==> config.mk <==
export PLATFORM = sky130hd
export DESIGN_NAME = adc_spi_capture
export DESIGN_NICKNAME = d
export VERILOG_FILES = /design/src/rtl/adc_spi_capture.sv
export SDC_FILE = /design/constraint.sdc
export NUM_CORES = 1
export LEC_CHECK = 0
export BUFFER_PORTS_ARGS = -buffer_cell sky130_fd_sc_hd__clkbuf_2
export CORE_MARGIN = 5
export CORE_UTILIZATION = 59
export DETAILED_ROUTE_END_ITERATION = 8
export PLACE_DENSITY = 0.91
export SLEW_MARGIN = 40
export SYNTH_ARGS = -nofsm -noshare
export SYNTH_HDL_FRONTEND = slang
export SYNTH_SLANG_ARGS = --single-unit
==> constraint.sdc <==
create_clock -name clk_adc -period 3.63 [get_ports clk_adc]
set_clock_uncertainty 0.1 [all_clocks]
set_input_delay 0.363 -clock clk_adc [delete_from_list [all_inputs] [get_ports clk_adc]]
set_output_delay 0.363 -clock clk_adc [all_outputs]
set_load 0.02 [all_outputs]
==> src/rtl/adc_spi_capture.sv <==
// SPI master for MCP320x-family ADCs (mode 0,0, read-only).
// It captures one frame MSB first and publishes the result on a valid/ready port.
module adc_spi_capture #(
  parameter int DATA_BITS   = 12,
  parameter int LEAD_BITS   = 3,
  parameter int CLK_DIV     = 2,
  parameter int CS_HIGH_CYC = 8
) (
  input  logic                 clk_adc,
  input  logic                 reset,
  input  logic                 start,
  input  logic                 continuous,
  input  logic                 adc_dout,
  output logic                 adc_cs_n,
  output logic                 adc_sclk,
  output logic [DATA_BITS-1:0] sample_data,
  output logic [7:0]           sample_byte,
  output logic                 sample_valid,
  input  logic                 sample_ready,
  output logic                 busy,
  output logic                 overrun,
  output logic                 frame_err
);

  localparam int TOTAL  = LEAD_BITS + DATA_BITS;
  localparam int DIV_W  = $clog2(CLK_DIV + 1);
  localparam int HOLD_W = $clog2(CS_HIGH_CYC + 1);
  localparam int EDGE_W = $clog2(2 * TOTAL + 1);
  localparam logic [DIV_W-1:0]  DIV_LAST  = DIV_W'(CLK_DIV - 1);
  localparam logic [HOLD_W-1:0] HOLD_LAST = HOLD_W'(CS_HIGH_CYC - 1);
  localparam logic [EDGE_W-1:0] EDGE_LAST = EDGE_W'(2 * TOTAL - 1);

  typedef enum logic [1:0] {
    S_IDLE     = 2'd0,
    S_CS_SETUP = 2'd1,
    S_SHIFT    = 2'd2,
    S_CS_HOLD  = 2'd3
  } state_t;

  state_t               r_state;
  state_t               w_next;
  logic [DIV_W-1:0]     r_div_cnt;
  logic [HOLD_W-1:0]    r_hold_cnt;
  logic [EDGE_W-1:0]    r_edge_cnt;
  logic [DATA_BITS:0]   r_shift;
  logic [DATA_BITS-1:0] r_data;
  logic                 r_cs_n;
  logic                 r_sclk;
  logic                 r_busy;
  logic                 r_valid;
  logic                 r_overrun;
  logic                 r_frame_err;
  logic                 w_div_wrap;
  logic                 w_publish;
  logic                 w_accept;

  assign w_div_wrap = (r_div_cnt == DIV_LAST);
  assign w_accept   = r_valid & sample_ready;
  assign w_publish  = (r_state == S_SHIFT) && (w_next == S_CS_HOLD);

  // Next-state logic
  always_comb begin
    w_next = r_state;
    case (r_state)
      S_IDLE: begin
        if (start || continuous) w_next = S_CS_SETUP;
        else                     w_next = S_IDLE;
      end
      S_CS_SETUP: begin
        if (w_div_wrap) w_next = S_SHIFT;
        else            w_next = S_CS_SETUP;
      end
      S_SHIFT: begin
        // The final half-period wrap is always a falling SCLK edge.
        if (w_div_wrap && (r_edge_cnt == EDGE_LAST)) w_next = S_CS_HOLD;
        else                                         w_next = S_SHIFT;
      end
      S_CS_HOLD: begin
        if (r_hold_cnt == HOLD_LAST) begin
          if (continuous) w_next = S_CS_SETUP;
          else            w_next = S_IDLE;
        end else begin
          w_next = S_CS_HOLD;
        end
      end
      default: w_next = S_IDLE;
    endcase
  end

  // State register, timing counters and receive shift register
  always_ff @(posedge clk_adc or posedge reset) begin
    if (reset) begin
      r_state    <= S_IDLE;
      r_div_cnt  <= '0;
      r_hold_cnt <= '0;
      r_edge_cnt <= '0;
      r_shift    <= '0;
    end else begin
      r_state <= w_next;

      if (((r_state == S_CS_SETUP) || (r_state == S_SHIFT)) && !w_div_wrap)
        r_div_cnt <= r_div_cnt + DIV_W'(1);
      else
        r_div_cnt <= '0;

      if ((r_state == S_CS_HOLD) && (w_next == S_CS_HOLD))
        r_hold_cnt <= r_hold_cnt + HOLD_W'(1);
      else
        r_hold_cnt <= '0;

      if ((r_state == S_SHIFT) && (w_next == S_SHIFT)) begin
        if (w_div_wrap) r_edge_cnt <= r_edge_cnt + EDGE_W'(1);
        else            r_edge_cnt <= r_edge_cnt;
      end else begin
        r_edge_cnt <= '0;
      end

      // Sample MISO on the clock edge that drives SCLK high.
      if ((r_state == S_SHIFT) && w_div_wrap && !r_sclk)
        r_shift <= {r_shift[DATA_BITS-1:0], adc_dout};
      else
        r_shift <= r_shift;
    end
  end

  // Registered SPI pins and busy flag
  always_ff @(posedge clk_adc or posedge reset) begin
    if (reset) begin
      r_cs_n <= 1'b1;
      r_sclk <= 1'b0;
      r_busy <= 1'b0;
    end else begin
      r_cs_n <= !((w_next == S_CS_SETUP) || (w_next == S_SHIFT));
      r_busy <= (w_next != S_IDLE);
      if ((r_state == S_SHIFT) && w_div_wrap) r_sclk <= ~r_sclk;
      else if (r_state == S_SHIFT)            r_sclk <= r_sclk;
      else                                    r_sclk <= 1'b0;
    end
  end

  // Result publication, handshake and sticky error flags
  always_ff @(posedge clk_adc or posedge reset) begin
    if (reset) begin
      r_data      <= '0;
      r_valid     <= 1'b0;
      r_overrun   <= 1'b0;
      r_frame_err <= 1'b0;
    end else begin
      if (w_publish) begin
        r_data  <= r_shift[DATA_BITS-1:0];
        r_valid <= 1'b1;
        if (r_valid && !sample_ready) r_overrun <= 1'b1;
        else                          r_overrun <= r_overrun;
        if (r_shift[DATA_BITS]) r_frame_err <= 1'b1;
        else                    r_frame_err <= r_frame_err;
      end else begin
        r_data      <= r_data;
        r_overrun   <= r_overrun;
        r_frame_err <= r_frame_err;
        if (w_accept) r_valid <= 1'b0;
        else          r_valid <= r_valid;
      end
    end
  end

  assign adc_cs_n     = r_cs_n;
  assign adc_sclk     = r_sclk;
  assign busy         = r_busy;
  assign sample_data  = r_data;
  assign sample_byte  = r_data[DATA_BITS-1 -: 8];
  assign sample_valid = r_valid;
  assign overrun      = r_overrun;
  assign frame_err    = r_frame_err;

endmodule

# Word level (Yosys, flattened, before mapping)
# Index checks and enable logic that the tools add are counted.
dict set report word_totals {
  out_inout_bits 26
  wordCells 62
  in_bits 6
  regBits 44
}
dict set report classes {
  n_reduce_logical 20
  eq_ne 11
  bitwise_logic 2
  n_addsub 3
  muxes 14
}
# operator n
set ops {}
lappend ops {{5-bit two-way mux} 2}
lappend ops {{2-bit equality test (second input constant)} 4}
lappend ops {{1-bit logical AND} 8}
lappend ops {{2-bit case mux with 4 select lines} 1}
lappend ops {{1-bit two-way mux} 7}
lappend ops {{2-bit by 1-bit equality test with 1-bit output (second input constant)} 3}
lappend ops {{2-bit two-way mux} 3}
lappend ops {{5-bit by 1-bit adder with 5-bit output (second input constant)} 1}
lappend ops {{5-bit equality test (second input constant)} 1}
lappend ops {{4-bit by 1-bit adder with 4-bit output (second input constant)} 1}
lappend ops {{4-bit by 3-bit equality test with 1-bit output (second input constant)} 1}
lappend ops {{1-bit zero test} 4}
lappend ops {{4-bit two-way mux} 1}
lappend ops {{2-bit AND reduction} 2}
lappend ops {{2-bit nonzero test} 2}
lappend ops {{1-bit logical OR} 3}
lappend ops {{2-bit by 1-bit adder with 2-bit output (second input constant)} 1}
lappend ops {{2-bit zero test} 1}
lappend ops {{2-bit by 1-bit inequality test with 1-bit output (second input constant)} 1}
lappend ops {{2-bit inequality test (second input constant)} 1}
lappend ops {{1-bit AND} 1}
lappend ops {{1-bit NOT} 1}

# Longest topological paths before layout
dict set report logic_depth {
  ltp_word 7
  ltp_mapped 11
  mapped_depth_nobuf 9
}

# Worst setup path after synthesis
# OpenSTA, ideal clock, no wires.
dict set report synth_path {
  kind {register to register}
  start {register r_div_cnt[0]}
  end {register r_data[0], in the netlist sample_data[0]}
  required_time_ps 3405
  n_path_buf 2
  stages_incl_launch_ff 11
  path_slack_ps 1373
  arrival_ps 2033
  period_less_slack_ps 2257
  setup_ps 125
  cell_sequence {dfrtp_1 > ha_1 > buf_2 > and3_1 > nand4_1 > o211ai_1 > o21a_1 > ha_1 > nand2_4 > clkbuf_8 > mux2_2}
}
dict set report synth_via {
  elab_chain_len 6
  elab_cells_between_ends 7
  classes_between {eq/ne: 2; mux: 3; reduce/logical: 2}
}
# element line
set synth_rtl {}
lappend synth_rtl {{from (decl)} 42} ;# logic [DIV_W-1:0] r_div_cnt;
lappend synth_rtl {{from (signal assigned)} 102} ;# r_div_cnt <= r_div_cnt + DIV_W'(1);
lappend synth_rtl {{2-bit by 1-bit equality test with 1-bit output (*)} 57} ;# assign w_div_wrap = (r_div_cnt == DIV_LAST);
lappend synth_rtl {{1-bit logical AND} 75} ;# if (w_div_wrap && (r_edge_cnt == EDGE_LAST)) w_next = S_CS_HOLD;
lappend synth_rtl {{1-bit two-way mux} 75}
lappend synth_rtl {{2-bit case mux with 4 select lines (*)} 64} ;# case (r_state)
lappend synth_rtl {{net w_next[0]} 41} ;# state_t w_next;
lappend synth_rtl {{2-bit equality test (*)} 59} ;# assign w_publish = (r_state == S_SHIFT) && (w_next == S_CS_HOLD);
lappend synth_rtl {{1-bit logical AND (*)} 59}
lappend synth_rtl {{to (signal assigned)} 150} ;# r_data <= r_shift[DATA_BITS-1:0];
lappend synth_rtl {{to (signal assigned)} 157} ;# r_data <= r_data;
lappend synth_rtl {{to (decl)} 46} ;# logic [DATA_BITS-1:0] r_data;
# Mark *: on every way through the listed nets, which the timed path passes. The rest lies on a longest branch.
# A chain may end at the register's enable or synchronous reset.

# Worst setup path in the final report
dict set report layout_path {
  start {register r_div_cnt[1]}
  end {register r_data[10], in the netlist sample_data[10]}
}
# The elaborated chain is that of the path after synthesis.

==> impl_metrics.py <==
metrics = {
    "clock_network": {
        "clock_latency_ns": 0.34,
        "cts.path.max_buffers": 2,
        "cts_htree_levels": 2,
        "cts_tree": "yes",
        "cts_root_buffer": "clkbuf_4",
        "cts_resized": 0,
        "cts_inserted_buffers": 5,
        "clock-sinks": 44,
        "postCtsSetupBuffers": 0,
        "ctsHoldBuffers": 0,
        "path_clk_slew_ns": 0.12,
    },
    "sta": {
        "finalHoldViolCount": 0,
        "timing.fmax_mhz": 413,
        "finalSetupTns_ns": 0,
        "setup_viol": 0,
        "tightest_slew_ns": 0.539,
        "fin_crit_ns": 2.42,
        "layout_setup_ws_ns": 1.21,
        "holdWs_ns": 0.0175,
        "timing.final.crit_share": 0.666,
        "rsz0062_at_grt": "no",
        "slew_headroom": 0.641,
        "drv_slew": 0,
    },
    "layout": {
        "nets": 191,
        "n_fill_cell": 247,
        "final_design_area_no_fill_sq_mm": 0.00219,
        "diodes": 0,
        "multiInputGateArea_sq_um": 734,
        "layout_common_cells": "43 x dfrtp_1, 31 x clkbuf_2, 15 x mux2_2, 11 x nor2_1, 11 x ha_1",
        "final_cells": 221,
        "area_delta_synth_final_pct": 11.5,
        "seq_area_sq_mm": 0.00110,
        "final_common_cell": "dfrtp_1",
        "layout-drive-gt1-share": 0.394,
        "final_util": 0.667,
    },
    "worst_setup_path": {
        "r2r-end": "sample_data[10]",
        "reg2reg_slack_ns": 1.21,
        "path_class": "reg -> reg",
        "arrival_ns": 2.55,
        "required_ns": 3.76,
        "cp_max_fo": 14,
        "cp-start-kind": "flop",
        "r2r_cells": 9,
        "worstReg2RegStart": "r_div_cnt[1]",
        "endpoint_kind": "flop",
    },
    "placed_design": {
        "hpwl_mm": 2.36,
        "io_buffers": 31,
        "gp_congestion": 0.731,
        "pre_cts_ws_ns": 1.23,
        "dp_cells": 213,
        "dpl_cell_area_sq_mm": 0.00209,
    },
    "die": {
        "die_w_microns": 67.7,
        "core_sq_mm": 0.00328,
        "num_io_pins": 32,
        "dieHeight_microns": 67.7,
        "initial_core_util": 0.598,
        "rows": 21,
        "dieArea_sq_mm": 0.00458,
    },
    "pwr": {
        "p_sw_frac": 0.193,
        "pwr-share-seq": 0.587,
        "power_switching_mw": 0.165,
        "p_int_mw": 0.692,
        "comb_power_share": 0.027,
        "clkPwrFrac": 0.385,
        "p_per_area_mw_per_mm2": 391,
        "ir_drop_uv": 239,
        "total_power_mw": 0.857,
        "p_leak_nw": 1.19,
    },
    "drt": {
        "vias": 1102,
        "drtPass1Iterations": 4,
        "drc": 0,
        "wire_per_inst_microns": 14.5,
        "detail-route-antenna-nets": 0,
        "wl_mm": 3.21,
        "vias_per_cell": 4.99,
        "drt_iter0_drc": 74,
    },
    "synthesis": {
        "netlist_area_sq_mm": 0.00196,
        "yosys.cell_types.count": 30,
        "syn_avg_cell_area_sq_um": 13.5,
        "synth-seq-area-share": 0.561,
        "ys_warn_count": 0,
        "synth_fp_nets": 163,
        "ys_ff_latch": 44,
        "syn_inst": 146,
    },
    "hold_path": {
        "hold_class": "in -> async",
    },
    "global_routing": {
        "overflow": 0,
        "grt_pass1_wl_mm": 5.20,
        "grt_pass1_vias": 1162,
        "grt_use_met1": 0.184,
        "use_met2": 0.270,
        "grtUsageMet3": 0.0416,
        "grt_antenna_before_repair": 0,
        "track_usage": 0.157,
        "grt_max_degree": 45,
        "grt_busiest_layer": "met2",
    },
    "job": {
        "max-cap-violations": 0,
    },
    "status": {
        "status": "finished, final reports clean",
    },
}
final cells by class:
type	count	area share
Sequential cell	44	0.503
Clock inverter	1	0.0137
Tap cell	46	0.0263
Clock buffer	7	0.0297
Inverter	10	0.0171
Multi-Input combinational cell	81	0.335
Timing Repair Buffer	32	0.0743
kinds of logic after synthesis:
kind of cell               after synthesis  synth area share
buffers and inverters                   21            0.0650
xor gates and xnor gates                 7            0.0312
adders and majority gates               11            0.0701
and+or+nand+nor                         29            0.0790
AOI/OAI and AO/OA                        9            0.0312
muxes                                   25             0.162
DFF                                     44             0.561
critical path: stages, from the launching register on:
cell,delay (ns)
dfrtp_1,0.38
inv_1,0.05
ha_1,0.39
and3_1,0.24
nand4_1,0.10
o211ai_1,0.12
o21a_1,0.17
ha_1,0.26
nand2_4,0.17
mux2_2,0.32
cell usage after synthesis (all sizes together):
cell type,number,share of area
clkbuf,1,0.0070
a31o,1,0.0045
o21bai,1,0.0038
inv,10,0.019
xnor2,2,0.0089
ha,11,0.070
buf,10,0.039
a21o,1,0.0038
nor2,11,0.021
o21ai,1,0.0025
and2,1,0.0032
mux2,25,0.16
a211oi,1,0.0038
nand4,2,0.0064
o21a,1,0.0038
nand2,8,0.019
and3,2,0.0064
nand2b,2,0.0064
nand3,1,0.0025
o211ai,1,0.0038
xor2,5,0.022
nand3b,2,0.014
dfstp,1,0.013
a21oi,2,0.0051
dfrtp,43,0.55
worst max-delay path by stage:
stage | start | to | slack, ns | cells past startpoint
after global routing | r_div_cnt[1] | sample_data[9] | 1.07 | 9
after detailed placement | r_div_cnt[1] | sample_data[11] | 1.23 | 9
after global placement | r_div_cnt[1] | sample_data[8] | 1.33 | 9
after CTS | r_div_cnt[1] | sample_data[10] | 1.21 | 9
after floorplan | r_div_cnt[0] | sample_data[0] | 1.37 | 10
final | r_div_cnt[1] | sample_data[10] | 1.21 | 9
metal layers:
layer,wire (microns),part of all wire
met5,0,0
met4,38,0.012
met3,94,0.029
met2,1670,0.52
met1,1410,0.44
power by group through the flow:
stage	logic, mW	registers (mW)	clock network (mW)
2_1_floorplan	0.0173	0.511	0
3_3_place_gp	0.0230	0.512	0
3_5_place_dp	0.0242	0.513	0
4_1_cts	0.0241	0.503	0.338
5_1_grt	0.0268	0.505	0.358
6_report	0.0234	0.503	0.330
flip-flops by register name, indices dropped and copies added, names as in the netlist:
register / cells
busy: 1
r_shift: 13
adc_sclk: 1
sample_data: 12
r_div_cnt: 2
frame_err: 1
adc_cs_n: 1
r_edge_cnt: 5
sample_valid: 1
r_hold_cnt: 4
r_state: 2
overrun: 1
No activity file was read; power rests on OpenSTA's default activity.
